**config.mk**
```make
export PLATFORM = sky130hd
export DESIGN_NAME = imem_loader
export DESIGN_NICKNAME = d
export VERILOG_FILES = /design/src/rtl/imem_loader.sv
export SDC_FILE = /design/constraint.sdc
export NUM_CORES = 1
export LEC_CHECK = 0
export CAP_MARGIN = 10
export CORE_AREA = 4 4 68 133
export DETAILED_ROUTE_END_ITERATION = 12
export DIE_AREA = 0 0 72 137
export HOLD_SLACK_MARGIN = 0.03
export MAX_ROUTING_LAYER = met4
export PLACE_DENSITY = 0.83
export SYNTH_ARGS = -nofsm -noshare
export SYNTH_HDL_FRONTEND = slang
export SYNTH_SLANG_ARGS = --single-unit
export TNS_END_PERCENT = 30
```
**constraint.sdc**
```tcl
create_clock -name clk -period 7.69 [get_ports clk]
set_input_delay 1.1535 -clock clk [delete_from_list [all_inputs] [get_ports clk]]
set_output_delay 1.1535 -clock clk [all_outputs]
set_load 0.03 [all_outputs]
```
**src/rtl/imem_loader.sv**
```systemverilog
// Byte-stream loader that frames, checksums and writes big-endian 16-bit words
// into instruction memory, holding the core in reset until a good frame lands.
module imem_loader #(
   parameter int         ADDR_W = 10,
   parameter logic [7:0] HDR    = 8'hA5
) (
   input  logic              clk,
   input  logic              reset,
   input  logic [7:0]        in_data,
   input  logic              in_valid,
   output logic              in_ready,
   output logic              imem_we,
   output logic [ADDR_W-1:0] imem_addr,
   output logic [15:0]       imem_wdata,
   output logic              cpu_hold,
   output logic              load_done,
   output logic              load_err,
   output logic [ADDR_W:0]   word_count
);

   typedef enum logic [3:0] {
      S_IDLE, S_CNT_LO, S_CNT_HI, S_DATA_HI, S_DATA_LO,
      S_WRITE, S_CHECK, S_DONE, S_ERR
   } state_t;

   localparam logic [16:0] MAX_N = 17'd1 << ADDR_W;

   state_t              state_r;
   logic [7:0]          cnt_lo_r;
   logic [15:0]         cnt_r;
   logic [7:0]          hi_r;
   logic [7:0]          chk_r;
   logic [ADDR_W-1:0]   addr_r;
   logic                xfer_s;
   logic [15:0]         n_s;
   logic [ADDR_W:0]     wc_next_s;

   function automatic logic [7:0] chk_next(input logic [7:0] acc, input logic [7:0] b);
      return acc ^ b;
   endfunction

   assign xfer_s    = in_valid & in_ready;
   assign n_s       = {in_data, cnt_lo_r};
   assign wc_next_s = word_count + {{ADDR_W{1'b0}}, 1'b1};

   // Frame parser, checksum accumulator and registered IMEM write port.
   always_ff @(posedge clk or posedge reset) begin
      if (reset) begin
         state_r    <= S_IDLE;
         cnt_lo_r   <= 8'd0;
         cnt_r      <= 16'd0;
         hi_r       <= 8'd0;
         chk_r      <= 8'd0;
         addr_r     <= '0;
         in_ready   <= 1'b0;
         imem_we    <= 1'b0;
         imem_addr  <= '0;
         imem_wdata <= 16'd0;
         cpu_hold   <= 1'b1;
         load_done  <= 1'b0;
         load_err   <= 1'b0;
         word_count <= '0;
      end else begin
         imem_we  <= 1'b0;
         in_ready <= 1'b1;
         case (state_r)
            S_IDLE, S_DONE, S_ERR: begin
               if (xfer_s && (in_data == HDR)) begin
                  state_r    <= S_CNT_LO;
                  load_done  <= 1'b0;
                  load_err   <= 1'b0;
                  word_count <= '0;
                  chk_r      <= 8'd0;
                  addr_r     <= '0;
                  cpu_hold   <= 1'b1;
               end
            end
            S_CNT_LO: begin
               if (xfer_s) begin
                  cnt_lo_r <= in_data;
                  chk_r    <= chk_next(chk_r, in_data);
                  state_r  <= S_CNT_HI;
               end
            end
            S_CNT_HI: begin
               if (xfer_s) begin
                  cnt_r <= n_s;
                  chk_r <= chk_next(chk_r, in_data);
                  if ({1'b0, n_s} > MAX_N) begin
                     state_r  <= S_ERR;
                     load_err <= 1'b1;
                  end else if (n_s == 16'd0) begin
                     state_r <= S_CHECK;
                  end else begin
                     state_r <= S_DATA_HI;
                  end
               end
            end
            S_DATA_HI: begin
               if (xfer_s) begin
                  hi_r    <= in_data;
                  chk_r   <= chk_next(chk_r, in_data);
                  state_r <= S_DATA_LO;
               end
            end
            S_DATA_LO: begin
               if (xfer_s) begin
                  chk_r      <= chk_next(chk_r, in_data);
                  imem_we    <= 1'b1;
                  imem_addr  <= addr_r;
                  imem_wdata <= {hi_r, in_data};
                  in_ready   <= 1'b0;
                  state_r    <= S_WRITE;
               end
            end
            S_WRITE: begin
               addr_r     <= addr_r + {{(ADDR_W-1){1'b0}}, 1'b1};
               word_count <= wc_next_s;
               if (17'(wc_next_s) < {1'b0, cnt_r}) begin
                  state_r <= S_DATA_HI;
               end else begin
                  state_r <= S_CHECK;
               end
            end
            S_CHECK: begin
               if (xfer_s) begin
                  if (in_data == chk_r) begin
                     state_r   <= S_DONE;
                     load_done <= 1'b1;
                     cpu_hold  <= 1'b0;
                  end else begin
                     state_r  <= S_ERR;
                     load_err <= 1'b1;
                  end
               end
            end
            default: begin
               state_r <= S_IDLE;
            end
         endcase
      end
   end

endmodule
```
After elaboration in Yosys (flattened, before gate mapping):

Cells that the tools add are included.

* $add $sub $neg: 2
* magnitude comparators: 2
* equality and inequality tests: 20
* mux-type cells: 35
* bitwise operators: 2
* reduce and logical (&&, ||, !) cells: 18

Operator list (count)
* 4-bit 2-to-1 mux: 8
* 4-bit one-hot mux with 7 select lines: 1
* 11-bit one-hot mux with 2 select lines: 1
* 10-bit one-hot mux with 2 select lines: 1
* 2-bit inequality test (second input constant): 9
* 4-bit by 3-bit equality test with 1-bit output (second input constant): 4
* 16-bit by 11-bit greater-than comparator with 1-bit output (second input constant): 1
* 16-bit zero test: 1
* 11-bit by 16-bit less-than comparator with 1-bit output: 1
* 8-bit 2-to-1 mux: 2
* 8-bit one-hot mux with 2 select lines: 1
* 1-bit 2-to-1 mux: 14
* 6-bit AND reduction: 2
* 11-bit by 1-bit adder with 11-bit output (second input constant): 1
* 11-bit 2-to-1 mux: 1
* 10-bit by 1-bit adder with 10-bit output (second input constant): 1
* 10-bit 2-to-1 mux: 1
* 2-bit AND reduction: 5
* 4-bit by 2-bit equality test with 1-bit output (second input constant): 2
* 8-bit equality test: 1
* 8-bit equality test (second input constant): 1
* 8-bit XOR: 1
* 3-bit 2-to-1 mux: 2
* 2-bit nonzero test: 3
* 13 further kinds: 14

* bits in registers: 96
* input bits: 11
* output and inout port bits: 42
* word-level logic and storage cells: 93

Depth between registers and ports, before layout:

Gate-level depths: netlist of the first run.

* word-level depth: 5
* depth in mapped cells: 11
* gate-level depth less buffers: 11

Worst setup path before layout of the first run:

OpenSTA, ideal clock, no wires.

* kind: input to register
* from: input port in_data[6]
* to: register word_count[8]
* setup time: 0.139 ns
* arrival: 2.578 ns
* path slack: 4.972 ns
* stages on the path: 7
* cell sequence: buf_2 or3_4 a2111oi_4 nor2_2 buf_6 o21ai_1 o31ai_1

* cells in the longest elaborated chain, start to end: 4

Ends and longest elaborated chain
* start, declared: RTL line 9 `input logic [7:0] in_data,`
* 8-bit equality test: RTL line 68 `if (xfer_s && (in_data == HDR)) begin`
* 1-bit logical AND: RTL line 68
* 2-bit inequality test (no line)
* 2-bit AND reduction (no line)
* end signal, assigned: RTL line 118 `word_count <= wc_next_s;`
* end, declared: RTL line 18 `output logic [ADDR_W:0] word_count`

Every way passes these cells.
A chain may end at the register's enable or synchronous reset.

Worst setup path after layout of the first run:

* from: input port in_data[4]
* to: register word_count[7]

The elaborated chain is that of the path after synthesis.

==> impl_metrics.yaml, run 1 <==
finish:
  final_util_pct: 70.1
  fin_cells: 598
  drive_gt1_share_pct: 11.0
  fin_area_mm2: 0.00557
  nNetsFinal: 521
  layout_commonest_cell: "dfrtp_1"
  diodes: 0
  layout_common_cells: "dfrtp_1, nand2_1, clkdlybuf4s50_1"
  areaGrowthSynthToFinish_pct: 18.4
cts:
  cts_resized: 0
  clock_sinks: 96
  cts_tree: "yes"
  clock_tree.root_cell: "clkbuf_16"
  h-tree-depth: 3
  post_cts_buffers: 0
  clk_latency_ns: 0.34
  clk_path_buf_depth: 2
  clk_pin_slew_ns: 0.06
  cts_buffers: 9
  holdBufCountCts: 0
timing:
  slew_headroom_pct: 31.9
  max_freq_mhz: 310
  rsz0062_at_grt: "false"
  setup-violations-final: 0
  finalMaxSlewViolations: 0
  layout_setup_ws_ns: 4.46
  fin_skew_ns: 0.00621
  fin_crit_sh_pct: 42.0
  hold_viol: 0
  period_minus_slack_ns: 3.23
  holdWs_ns: 0.472
  worst_slew_pin_slew_ns: 1.02
  tns_ns: 0
setup_path:
  endpoint_kind: "flop"
  worstPathRequired_ns: 7.88
  cp_max_fo: 13
  arrival_ns: 3.42
  worstSetupStartpointType: "input port"
  crit_type: "input port to flop"
synthesis:
  synthTopCellsByArea: "dfrtp_1, mux2_2, nand2_1"
  synthesis.nets: 477
  yosysUniqueCellTypes: 54
  yosysTopAreaCellShare_pct: 50.5
  syn_area_per_cell_um2: 10.4
  synth_cells: 454
  synthesis.area_mm2: 0.00470
  synth_top_area_cell: "dfrtp_1"
  dominantRegCellSynth: "dfrtp_1"
  ys_ff_latch: 96
  synth_edf_count: 0
  async_reset_ff_share_pct: 100
  seq_area_frac_synth_pct: 51.1
  ys_warn_count: 0
detailed_routing:
  routed_wirelength_um: 10800
  ant_nets: 0
  via_count: 3652
  drc: 0
  vias_per_cell: 6.11
  drt_iter0_drc: 301
  drt_pass1_iterations: 7
  drt-wirelength-per-cell_um: 18.1
power:
  switchingPower_mw: 0.934
  swShare_pct: 39.1
  pwr-share-comb_pct: 41.6
  power_mw: 2.39
  leakage_nw: 2.44
  seqPwrFrac_pct: 39.3
  vdd_drop_max_v: 0.000243
  p_clk_share_pct: 19.1
  power_density_mw_per_mm2: 429
  internal_power_mw: 1.46
place:
  routabilityCongestion: 0.910
  dp.cells: 583
  pre_cts_ws_ns: 4.10
  dpl.hpwl_um: 7910
  io_buffers: 52
  placed_cell_area_mm2: 0.00527
floorplanning:
  die_w_um: 72
  rows: 46
  die_h_um: 137
  core-area_mm2: 0.00794
  start_util_pct: 59.2
  dieArea_mm2: 0.00986
  ios: 53
run_status:
  status: "finished, final reports clean"
global_routing:
  grt_max_degree: 58
  grt_pass1_vias: 3742
  grt_use_total_pct: 24.3
  antenna_found_initial: 0
  grt_overflow: 0
  grt_pass1_wl_um: 18000
worst_hold_path:
  hp-class: "flop to flop"
flow_run:
  drv_cap: 0
-- final timing paths --
check	from	to	slack, ns	cells after the start
setup / recovery	in_data[4]	word_count[7]	4.46	6
hold reg to reg	hi_r[2]	imem_wdata[10]	0.47	2
setup reg to reg	word_count[0]	state_r[0]	4.81	11
hold / removal	hi_r[2]	imem_wdata[10]	0.47	2
max in group asynchronous	reset	cnt_lo_r[2]	5.31	3
min in group asynchronous	reset	imem_addr[5]	1.22	2
-- synthesized netlist by cell type, types with 6 or more instances --
library cell	count
clkbuf_1	9
nand4_1	6
dfrtp_1	95
ha_1	12
xor2_1	8
mux2_2	31
nand2_1	65
o21ai_1	31
buf_2	8
o21ai_0	20
nor3_1	9
inv_1	14
a21oi_1	10
nand3_1	12
or3_1	7
mux2_1	16
nand2b_1	9
nor2_1	28
xnor2_1	8
-- registers in the layout, indices dropped and copies added (netlist names) --
signal	flops
cnt_r	16
imem_wdata	16
word_count	11
addr_r	10
imem_addr	10
chk_r	8
cnt_lo_r	8
hi_r	8
state_r	4
cpu_hold	1
imem_we	1
in_ready	1
load_done	1
load_err	1
-- logic make-up (layout without fill, tap and decap cells) --
| logic type | after synthesis | count (layout) | share of synthesized area (%) |
|---|---|---|---|
| mux | 48 | 48 | 11.5 |
| buf+inv | 35 | 83 | 3.16 |
| xor+xnor | 16 | 16 | 2.98 |
| fa+ha+maj | 12 | 12 | 3.19 |
| compound gates | 83 | 83 | 10.5 |
| flops | 96 | 96 | 51.1 |
| simple gates | 164 | 164 | 17.6 |
-- layout make-up --
cell class	count	area, µm²
clock buffer	12	236
clock inverter	3	67.6
fill	595	2370
inverter	14	53.8
multi-input combinational	323	2150
sequential	96	2400
tap	96	120
timing repair buffer	54	536
-- metal layers --
layer,vias to the layer above,global-route usage [%],share of wire (%)
li1,1674,-,-
met1,1806,26.3,36
met2,138,41.6,56
met3,34,3.60,3.9
met4,0,13.8,4.0
met5,-,-,0
-- worst max-delay path: stages --
cell and delay [ns]:
clkdlybuf4s50_1 0.60, or3_4 0.48, a2111oi_4 0.63, nor2_2 0.25
o21ai_1 0.20, o31ai_1 0.09
-- power groups by stage --
| stage | combinational [mW] | clock [mW] | sequential [mW] |
|---|---|---|---|
| 3_3_place_gp | 0.951 | 0 | 0.926 |
| 4_1_cts | 1.00 | 0.465 | 0.938 |
| 5_1_grt | 1.09 | 0.485 | 0.970 |
| 6_report | 0.994 | 0.457 | 0.939 |
| 3_5_place_dp | 0.992 | 0 | 0.944 |
| 2_1_floorplan | 0.533 | 0 | 1.04 |
Note: power is estimated with default switching activity, not from simulation.
==> inputs of run 2 (changes only) <==
Settings changed: CORE_AREA 4 4 68 133 to 4 4 73 143, DIE_AREA 0 0 72 137 to 0 0 77 147, PLACE_DENSITY 0.83 to 0.76.
Clock period 7.69 ns to 2.78 ns, I/O delays scaled along.
==> impl_metrics.yaml, run 2 (synthesis results as in run 1) <==
run_status:
  status: "finished, final reports clean"
detailed_routing:
  routed_wirelength_um: 10500
  drt-wirelength-per-cell_um: 16.8
  drt_pass1_iterations: 4
  drc: 0
  drt_iter0_drc: 219
  wl_met2_um: 5980
  met1Wirelength_um: 3850
  route.met3.wl_um: 362
  vias_per_cell: 5.72
  ant_nets: 0
  routed.top_layer: "met4"
  via_count: 3587
timing:
  holdWs_ns: 0.472
  fin_skew_ns: 0.00392
  hold_viol: 0
  period_minus_slack_ns: 2.56
  worst_slew_pin_slew_ns: 0.621
  tns_ns: 0
  finalMaxSlewViolations: 0
  fin_crit_sh_pct: 92.1
  setup-violations-final: 0
  rsz0062_at_grt: "false"
  max_freq_mhz: 391
  slew_headroom_pct: 57.4
setup_path:
  path_cells: "nand3_1 -> or3b_1 -> nor2_1 -> xor2_1 -> ha_1 -> a21o_1 -> a21o_1 -> a211oi_1 -> or3_1 -> o211ai_1"
  cp_num_buf_inv: 0
  cpMostUsedCell: "a21o_1"
  cp_slowest_cell: "dfrtp_1"
  endpoint_kind: "flop"
  arrival_ns: 2.78
  worstPathRequired_ns: 3.00
  crit_family: "simple AND/OR/NAND/NOR gates"
  cpPeakStageDelay_ns: 0.44
  cp_max_fo: 7
  worstSetupStartpointType: "flop"
  crit_type: "flop to flop"
floorplanning:
  rows: 50
  start_util_pct: 50.5
  die_w_um: 77
  core-area_mm2: 0.00932
  die_h_um: 147
  dieArea_mm2: 0.0113
  ios: 53
finish:
  final_util_pct: 62.4
  nNetsFinal: 541
  areaGrowthSynthToFinish_pct: 23.6
  diodes: 0
  n_fill_cell: 733
  drive_gt1_share_pct: 14.7
  top_regs: "cnt_r: 16 flops, imem_wdata: 16 flops, word_count: 11 flops"
  layout_commonest_cell: "dfrtp_1"
  fin_area_mm2: 0.00581
  layout_common_cells: "dfrtp_1, nand2_1, clkdlybuf4s50_1"
cts:
  cts_tree: "yes"
  cts_resized: 0
  clk_path_buf_depth: 2
  post_cts_buffers: 0
  clk_pin_slew_ns: 0.06
  cts_buffers: 9
  clock_sinks: 96
  h-tree-depth: 3
  clk_latency_ns: 0.34
  clock_tree.root_cell: "clkbuf_16"
  holdBufCountCts: 0
global_routing:
  grt_pass1_vias: 3732
  grt_overflow: 0
  grt_max_degree: 47
  antenna_found_initial: 0
  grt_use_total_pct: 20.7
  grt_pass1_wl_um: 18000
power:
  power_density_mw_per_mm2: 1180
  vdd_drop_max_v: 0.000589
  leakage_nw: 2.58
  power_mw: 6.84
place:
  dpl.hpwl_um: 7820
  placed_cell_area_mm2: 0.00545
  io_buffers: 52
  routabilityCongestion: 0.880
worst_hold_path:
  hp-class: "flop to flop"
flow_run:
  drv_cap: 0
==> run 2: changes by cell type in the layout (fill, tap and decap cells not counted), sizes merged <==
cell	change
inv	+1
clkinv	-1
clkbuf	-1
buf	+20
bufinv	+2
==> run 2: layer usage <==
layer,track usage (%),up-vias
met3,3.62,26
met2,37.5,84
met4,9.71,0
li1,-,1713
met1,21.2,1764
met5,-,-
==> run 2: cell type report <==
| type | count | area (µm²) | area share, % |
|---|---|---|---|
| Clock inverter | 5 | 129 | 2.22 |
| Inverter | 14 | 56.3 | 0.968 |
| Timing Repair Buffer | 74 | 711 | 12.2 |
| Clock buffer | 11 | 233 | 4.00 |
| Tap cell | 104 | 130 | 2.24 |
| Multi-Input combinational cell | 323 | 2150 | 37.0 |
| Sequential cell | 96 | 2400 | 41.3 |
==> run 2: through the flow <==
step,std cells,setup WS [ns]
after floorplan,454,0.207
after global placement,611,0.229
after detailed placement,611,0.198
after CTS,627,0.225
after global routing,627,0.0341
final,627,0.220
==> run 2: path summary, 6_finish.rpt <==
check                                    from              to  slack [ns]  cells past startpoint
worst min-delay path                  hi_r[4]  imem_wdata[12]        0.47                      2
max in group asynchronous               reset       addr_r[5]        1.55                      3
worst min register to register        hi_r[4]  imem_wdata[12]        0.47                      2
worst max-delay path            word_count[0]      state_r[2]        0.22                     10
worst max register to register  word_count[0]      state_r[2]        0.22                     10
min in group asynchronous               reset     cnt_lo_r[0]        0.50                      2
==> run 2: power by group <==
group          leakage (nW)  total (mW)  internal, mW  switching [mW]
Combinational          1.23        2.83          1.30            1.53
Clock                 0.174        1.48         0.974           0.509
Sequential             1.17        2.53          2.01           0.513
==> run 2: worst register-to-register path, stage by stage (launching register included) <==
cell and delay (ns):
dfrtp_1 0.44, nand3_1 0.12, or3b_1 0.44, nor2_1 0.16
xor2_1 0.22, ha_1 0.28, a21o_1 0.16, a21o_1 0.18
a211oi_1 0.22, or3_1 0.15, o211ai_1 0.08
==> inputs of run 3 (changes only) <==
Settings changed: TNS_END_PERCENT 30 to 50.
==> results of run 3 <==
Final layout, timing and power as in run 2 (identical DEF).
